**config.mk**
```make
export PLATFORM = sky130hd
export DESIGN_NAME = qos_wrr_arbiter
export DESIGN_NICKNAME = d
export VERILOG_FILES = /design/src/rtl/qos_wrr_arbiter.sv
export SDC_FILE = /design/constraint.sdc
export NUM_CORES = 1
export LEC_CHECK = 0
export CORE_MARGIN = 3
export CORE_UTILIZATION = 48
export CTS_BUF_LIST = sky130_fd_sc_hd__clkbuf_8
export DETAILED_ROUTE_END_ITERATION = 16
export GPL_ROUTABILITY_DRIVEN = 0
export PLACE_DENSITY = 0.78
export SYNTH_ARGS = -nofsm -noshare
export SYNTH_HDL_FRONTEND = slang
export SYNTH_SLANG_ARGS = --single-unit
```
**constraint.sdc**
```tcl
create_clock -name clk -period 2.6 [get_ports clk]
set_clock_uncertainty 0.05 [all_clocks]
set_input_delay 0.78 -clock clk [delete_from_list [all_inputs] [get_ports clk]]
set_output_delay 0.78 -clock clk [all_outputs]
set_load 0.02 [all_outputs]
```
**src/rtl/qos_wrr_arbiter.sv**
```systemverilog
// QoS virtual-channel arbiter: round-robin, strict priority, weighted round-robin or disabled.
// One-cycle registered grant path; a mode change restarts the search at channel 0.
module qos_wrr_arbiter #(
    parameter int N_CH  = 4,
    parameter int W_W   = 4,
    parameter int IDX_W = (N_CH > 1) ? $clog2(N_CH) : 1
) (
    input  logic                  clk,
    input  logic                  reset_L,
    input  logic                  enb,
    input  logic [1:0]            mode,
    input  logic [N_CH-1:0]       req,
    input  logic [N_CH*W_W-1:0]   weight,
    output logic [N_CH-1:0]       grant,
    output logic                  grant_valid,
    output logic [IDX_W-1:0]      grant_idx,
    output logic [W_W-1:0]        credit_o
);

    localparam logic [IDX_W-1:0] LAST = IDX_W'(N_CH - 1);

    logic [N_CH-1:0]  grant_q, grant_d;
    logic             valid_q, valid_d;
    logic [IDX_W-1:0] idx_q, idx_d;
    logic [IDX_W-1:0] ptr_q, ptr_d;
    logic [W_W-1:0]   credit_q, credit_d;
    logic [1:0]       mode_q;

    logic             fresh;
    logic [IDX_W-1:0] base_ptr;
    logic [W_W-1:0]   base_credit;
    logic [IDX_W-1:0] rr_k;
    logic [IDX_W-1:0] lo_k;
    logic [IDX_W-1:0] cand;
    logic [W_W-1:0]   load_w [N_CH];
    logic             gnt_en;
    logic [IDX_W-1:0] gnt_k;

    assign fresh       = (mode != mode_q);
    assign base_ptr    = fresh ? LAST : ptr_q;
    assign base_credit = fresh ? '0 : credit_q;

    // Per-channel credit reload value: eff(k)-1, where a zero weight counts as one.
    always_comb begin
        for (int k = 0; k < N_CH; k++) begin
            load_w[k] = (weight[k*W_W +: W_W] == '0) ? '0 : weight[k*W_W +: W_W] - W_W'(1);
        end
    end

    // Cyclic search from base_ptr+1; wrap is explicit so unused index codes never occur.
    always_comb begin
        rr_k = base_ptr;
        cand = base_ptr;
        for (int i = 0; i < N_CH; i++) begin
            cand = (cand == LAST) ? '0 : cand + IDX_W'(1);
            if (req[cand] && (rr_k == base_ptr || !req[rr_k] || i == 0)) begin
                if (!req[rr_k] || rr_k == base_ptr) rr_k = cand;
            end
        end
    end

    always_comb begin
        lo_k = '0;
        for (int i = N_CH - 1; i >= 0; i--) begin
            if (req[i]) lo_k = IDX_W'(i);
        end
    end

    always_comb begin
        gnt_en   = 1'b0;
        gnt_k    = idx_q;
        ptr_d    = ptr_q;
        credit_d = credit_q;
        if (enb) begin
            ptr_d    = base_ptr;
            credit_d = base_credit;
            case (mode)
                2'b00: begin
                    credit_d = '0;
                    if (|req) begin
                        gnt_en = 1'b1;
                        gnt_k  = rr_k;
                        ptr_d  = rr_k;
                    end
                end
                2'b01: begin
                    if (|req) begin
                        gnt_en = 1'b1;
                        gnt_k  = lo_k;
                    end
                end
                2'b10: begin
                    if (req[base_ptr] && base_credit != '0) begin
                        gnt_en   = 1'b1;
                        gnt_k    = base_ptr;
                        credit_d = base_credit - W_W'(1);
                    end else if (|req) begin
                        gnt_en   = 1'b1;
                        gnt_k    = rr_k;
                        ptr_d    = rr_k;
                        credit_d = load_w[rr_k];
                    end
                end
                default: ;
            endcase
        end
        grant_d = gnt_en ? ({{(N_CH-1){1'b0}}, 1'b1} << gnt_k) : '0;
        valid_d = gnt_en;
        idx_d   = gnt_en ? gnt_k : idx_q;
    end

    always_ff @(posedge clk or negedge reset_L) begin
        if (!reset_L) begin
            grant_q  <= '0;
            valid_q  <= 1'b0;
            idx_q    <= '0;
            ptr_q    <= LAST;
            credit_q <= '0;
            mode_q   <= 2'b00;
        end else begin
            grant_q  <= grant_d;
            valid_q  <= valid_d;
            idx_q    <= idx_d;
            ptr_q    <= ptr_d;
            credit_q <= credit_d;
            mode_q   <= mode;
        end
    end

    assign grant       = grant_q;
    assign grant_valid = valid_q;
    assign grant_idx   = idx_q;
    assign credit_o    = credit_q;

endmodule

```
---- Word level (Yosys, flattened, before mapping) ----
Index checks and enable logic that the tools add are counted.
operators by class
  muxes and demuxes ....................... 56
  order comparisons ....................... 9
  add/subtract/negate cells ............... 9
  reduce and logical (&&, ||, !) cells .... 18
  equality and inequality tests ........... 10
  shifts and indexed selects .............. 1
  bitwise operators ....................... 1
operator list
  operator                                                               count
  2-bit two-way mux                                                      22
  4-bit two-way mux                                                      10
  2-bit by 3-bit < comparator with 1-bit output (second input constant)  8
  4-bit by 1-bit subtractor with 4-bit output (second input constant)    5
  1-bit binary-select mux with 2-bit select                              8
  4-bit zero test                                                        4
  1-bit two-way mux                                                      11
  2-bit == test (second input constant)                                  5
  2-bit by 1-bit adder with 2-bit output (second input constant)         4
  4-bit binary-select mux with 2-bit select                              1
  4-bit case mux with 2 select lines                                     1
  2-bit == test                                                          3
  2-bit case mux with 3 select lines                                     1
  1-bit logical AND                                                      4
  2-bit case mux with 2 select lines                                     1
  4-bit nonzero test                                                     1
  4-bit OR reduction                                                     1
  1-bit by 2-bit left shift with 4-bit output (first input constant)     1
  3-bit >= comparator (second input constant)                            1
  1-bit zero test                                                        3
  1-bit logical OR                                                       3
  2-bit NOT with 3-bit output                                            1
  2-bit by 1-bit == test with 1-bit output (second input constant)       1
  2-bit zero test                                                        1
  other kinds (3)                                                        3
word-level totals
  output and inout bits ................... 11
  bits of input ports ..................... 25
  bits in registers ....................... 15
  logic and storage cells ................. 110

---- Depth between registers and ports, before layout ----
  depth in word-level cells ............... 32
  depth in mapped cells ................... 12

---- Worst setup path after synthesis ----
OpenSTA, ideal clock, no wires.
  path type ............................... input -> register
  start point ............................. input mode[1]
  end point ............................... register credit_q[2], in the netlist credit_o[2]
  stages on the path ...................... 10
  data required time ...................... 2458 ps
  slack ................................... -720 ps
  arrival ................................. 3178 ps
  setup time .............................. 92 ps
  path buffers ............................ 2
  cell sequence ........................... buf_4 -> xor2_2 -> nor3_1 -> mux4_2 -> a211o_1 -> and2_1 -> buf_6 -> and3_1 -> o41a_1 -> o31ai_2
on the way
  word-level cells in the longest chain between the ends .. 32
  elaborated cells on any way between the ends .. 62
  classes of those cells .................. 5 x add/sub; 9 x eq/ne; 35 x mux; 1 x bitwise; 12 x reduce/logical
RTL lines
  what                                                                            line    RTL
  from (decl)                                                                     11      input logic [1:0] mode,
  2-bit inequality test                                                           39      assign fresh = (mode != mode_q);
  2-bit two-way mux                                                               40      assign base_ptr = fresh ? LAST : ptr_q;
  2-bit by 1-bit adder with 2-bit output / 2-bit == test (equally long branches)  55      cand = (cand == LAST) ? '0 : cand + IDX_W'(1);
  2-bit two-way mux                                                               55
  1-bit binary-select mux with 2-bit select                                       56      if (req[cand] && (rr_k == base_ptr || !req[rr_k] || i == 0)) begin
  1-bit two-way mux (not written as such)                                         56
  2-bit two-way mux                                                               56
  1-bit binary-select mux with 2-bit select                                       56, 57
  [15 not listed]                                                                 --
  2-bit two-way mux / 1-bit logical AND (equally long branches)                   57, 56
  2-bit two-way mux                                                               56
  2-bit NOT with 3-bit output (not written as such)                               101     credit_d = load_w[rr_k];
  4-bit binary-select mux with 2-bit select                                       101
  4-bit two-way mux (not written as such) (2 in series)                           101
  4-bit two-way mux                                                               97      end else if (|req) begin
  4-bit two-way mux                                                               93      if (req[base_ptr] && base_credit != '0) begin
  4-bit case mux with 2 select lines *                                            77      case (mode)
  to (signal assigned)                                                            125     credit_q <= credit_d;
  to (decl)                                                                       26      logic [W_W-1:0] credit_q, credit_d;
Every way passes the cells marked *; elsewhere a longest branch is shown, timed or not. The select of a mux whose other input is x is not followed.
A chain may end at the register's enable or synchronous reset.

---- Final worst setup path ----
  start point ............................. input mode[1]
  end point ............................... register credit_q[3], in the netlist credit_o[3]
Same word-level chain as after synthesis.

==> metrics.txt <==
layout cell share with drive strength beyond 1=0.3438; TritonCTS Buffers=3; Worst Setup End Kind=register; Switch Pwr=0.5700 mW; antenna-violating nets left=0; Least-Margin Pin Slew=745.6 ps; setup ws final=-363.1 ps; die area=0.004476 mm²; Max-cap violations=0; EDFF count, synth=0; clock tree buffer depth=2; commonest cells after routing, fill and taps aside=55 x buf_4, 29 x clkdlybuf4s50_1, 17 x inv_1, 17 x nand2_1, 17 x a21oi_1; clk_lat worst skew=270 ps; worst r2r dst=credit_o[3]; Bufs and invs on worst path=2; Die Wd=66.91 µm; Initial DRC Count=287; total length of routed wires=6.651 mm; final worst path period share=1.140; DP Worst Slack=-1064 ps; FF+latch count, synth=15; FMAX=0.3375 GHz; part of the Yosys area used for sequential elements=0.2122; top-area cell type share of the netlist area=0.1827; worst hold path type=reg2reg; initial core utilization=0.5173; Ports=36; Max FO, Critical Path=5; vias in the first global route=2081; Rows=21; DRC Markers=0; WHS Path Cells=1; Vias=2267; Data required, critical path=2720 ps; Final setup viols=12; Hold Path End=grant_idx[0]; Crit Path Class=in2reg; yosys warns=0; post-layout min period=2963 ps; Wirelength per Cell=18.32 µm; initial antenna violation count=0; unrepaired setup endpoints after global routing=yes; CTS tree=built; port bufs=35; CP startpoint kind=primary input; Core Util, Final=0.8422; Comb power frac=0.622; Ant. Diodes=0; placed cell count=353; violated checks=negative setup slack; sw frac=0.4171; global route total overflow=0; run status=finished, violations left; Mapped Nets=267; syn avg cell area=7.641 µm²; Post-CTS Hold Fix Bufs=0; top_reg_cell synth=dfrtp_1; Seq pwr share=0.226; CP max stage delay=590 ps; Critical-path top delay cell=mux4_2; CP most frequent cell=mux2i_1; drt first pass iters=5; largest net degree at the start of global routing=16; Worst slew margin=0.5014; CP cell instances=buf_8 > xor2_4 > nor3_4 > mux4_2 > o21bai_1 > a21oi_2 > buf_6 > mux2i_1 > mux2i_1 > o31ai_1; WP data arrival=3080 ps; delay-heaviest family, CP=multiplexers; P_int=0.7966 mW; htree depth=1; Clock Power Share=0.152; first-pass GRT wire length=9.901 mm; most common cell after layout, fill and taps aside=buf_4; Cell Area, Synth=0.001780 mm²; clock root cell=clkbuf_8; Num Clock Sinks=15; # nets final=352; Final Hold Fails=0; FF/Latch Area=377.9 µm²; Detailed Place HPWL=4.010 mm; multi-input logic area=0.001518 mm²; Post-synth ARST share=1.000; Max VDD drop=483.5 µV; Finished Layout Cells=363; Leak=1.290 nW; drt via density=6.245; Total Neg Setup Slack=-2576 ps; Hold Crit Start=grant_idx[0]; Pwr per Cell Area=471.4 mW/mm²; Layout fillers=202; worst-case hold slack=553.7 ps; core area=0.003442 mm²; Die H=66.91 µm; GRT Util Overall=0.2868; unique cell type count in the Yosys netlist=47; Synth area leaders=dfrtp_1 18%, ha_1 6.3%, a21oi_1 6.2%; Layout area overhead=62.82%; max-slew violations=0; Clock Pin Slew Worst Setup and Hold Paths=70 ps; cells on worst reg2reg path=9; Synth area leader=dfrtp_1; Synth Instances=233; crit path from=mode[1]; worst r2r src=ptr_q[0]; reg-to-reg slack, setup=-270 ps
stage by stage:
stage | cell area, µm² | total power [mW]
CTS | 2754 | 1.269
global route | 2899 | 1.437
global placement | 2566 | 0.9784
floorplan | 1841 | 0.7110
detailed placement | 2566 | 0.9925
finish | 2899 | 1.367
worst reg2reg max path, cell delays in order, from the launching register on:
cell and delay, ps:
dfstp_2 540, xnor2_1 140, nor3_4 270, mux4_2 590
o21bai_1 200, a21oi_2 260, buf_6 170, mux2i_1 220
mux2i_1 120, o31ai_1 230
routing by layer:
metal | share of wire | track usage | wire length [µm] | vias to the layer above
met5 | 0 | 0 | 0 | -
met1 | 0.38 | 0.3619 | 2560 | 1057
li1 | - | - | - | 1026
met3 | 0.078 | 0.04553 | 517 | 42
met4 | 0.063 | 0.1443 | 418 | 0
met2 | 0.47 | 0.4691 | 3155 | 142
cell usage after synthesis, types with 3 or more instances:
cell type  count
nor3b_1        7
a221o_1        3
a21o_1         3
mux2i_1       11
a211oi_1       4
nand3_1       10
nand2_1       18
mux2_2         4
inv_1         17
dfrtp_1       13
clkbuf_1      11
a21oi_1       22
nor3_1         8
o21ai_0       14
nor2_1        19
ha_1           9
o211ai_1       3
o31ai_1        4
o41ai_1        3
or3_1          6
xnor2_1        4
nand2b_1       5
a22oi_1        3
power by group through the flow:
stage	clock, mW	combinational, mW	sequential, mW
global route	0.213	0.911	0.313
floorplan	0	0.376	0.335
CTS	0.206	0.757	0.306
detailed placement	0	0.683	0.309
global placement	0	0.670	0.308
finish	0.208	0.850	0.308
state kept, by name, summed over array words and instances (netlist names):
signal	count
grant_valid	1
grant_idx	2
mode_q	2
grant	4
credit_o	4
ptr_q	2
final cells by class:
class | count | share of cell area
timing repair buffer | 95 | 0.2874
tap | 46 | 0.01985
clock inverter | 1 | 0.002590
sequential | 15 | 0.1303
multi-input combinational | 186 | 0.5235
clock buffer | 3 | 0.01424
inverter | 17 | 0.02201
cells by family (layout without fill, tap and decap cells):
kind of cell | Yosys count | in the layout | share of synthesized area
and+or+nand+nor | 82 | 82 | 0.2333
AOI/OAI and AO/OA | 73 | 73 | 0.2769
buffers and inverters | 32 | 116 | 0.07659
muxes | 16 | 16 | 0.09979
DFF | 15 | 15 | 0.2122
adders and majority gates | 9 | 9 | 0.06325
xor gates and xnor gates | 6 | 6 | 0.03795
worst max path at each step:
stage | to | slack [ps] | cells past startpoint
CTS | credit_o[2] | -170 | 9
global placement | credit_o[2] | -970 | 10
finish | credit_o[3] | -360 | 10
floorplan | credit_o[2] | -590 | 10
global route | credit_o[3] | -490 | 11
detailed placement | credit_o[3] | -1060 | 11
what timing repair did:
| action | 4_1_cts | 5_1_grt |
|---|---|---|
| buffers inserted | 4 | 2 |
| gates resized for setup | 38 | 25 |
| endpoints found under the setup margin | 12 | 12 |
| pin swaps | 11 | 7 |
| gates cloned | 0 | 0 |
(Power assumes the default switching activity.)
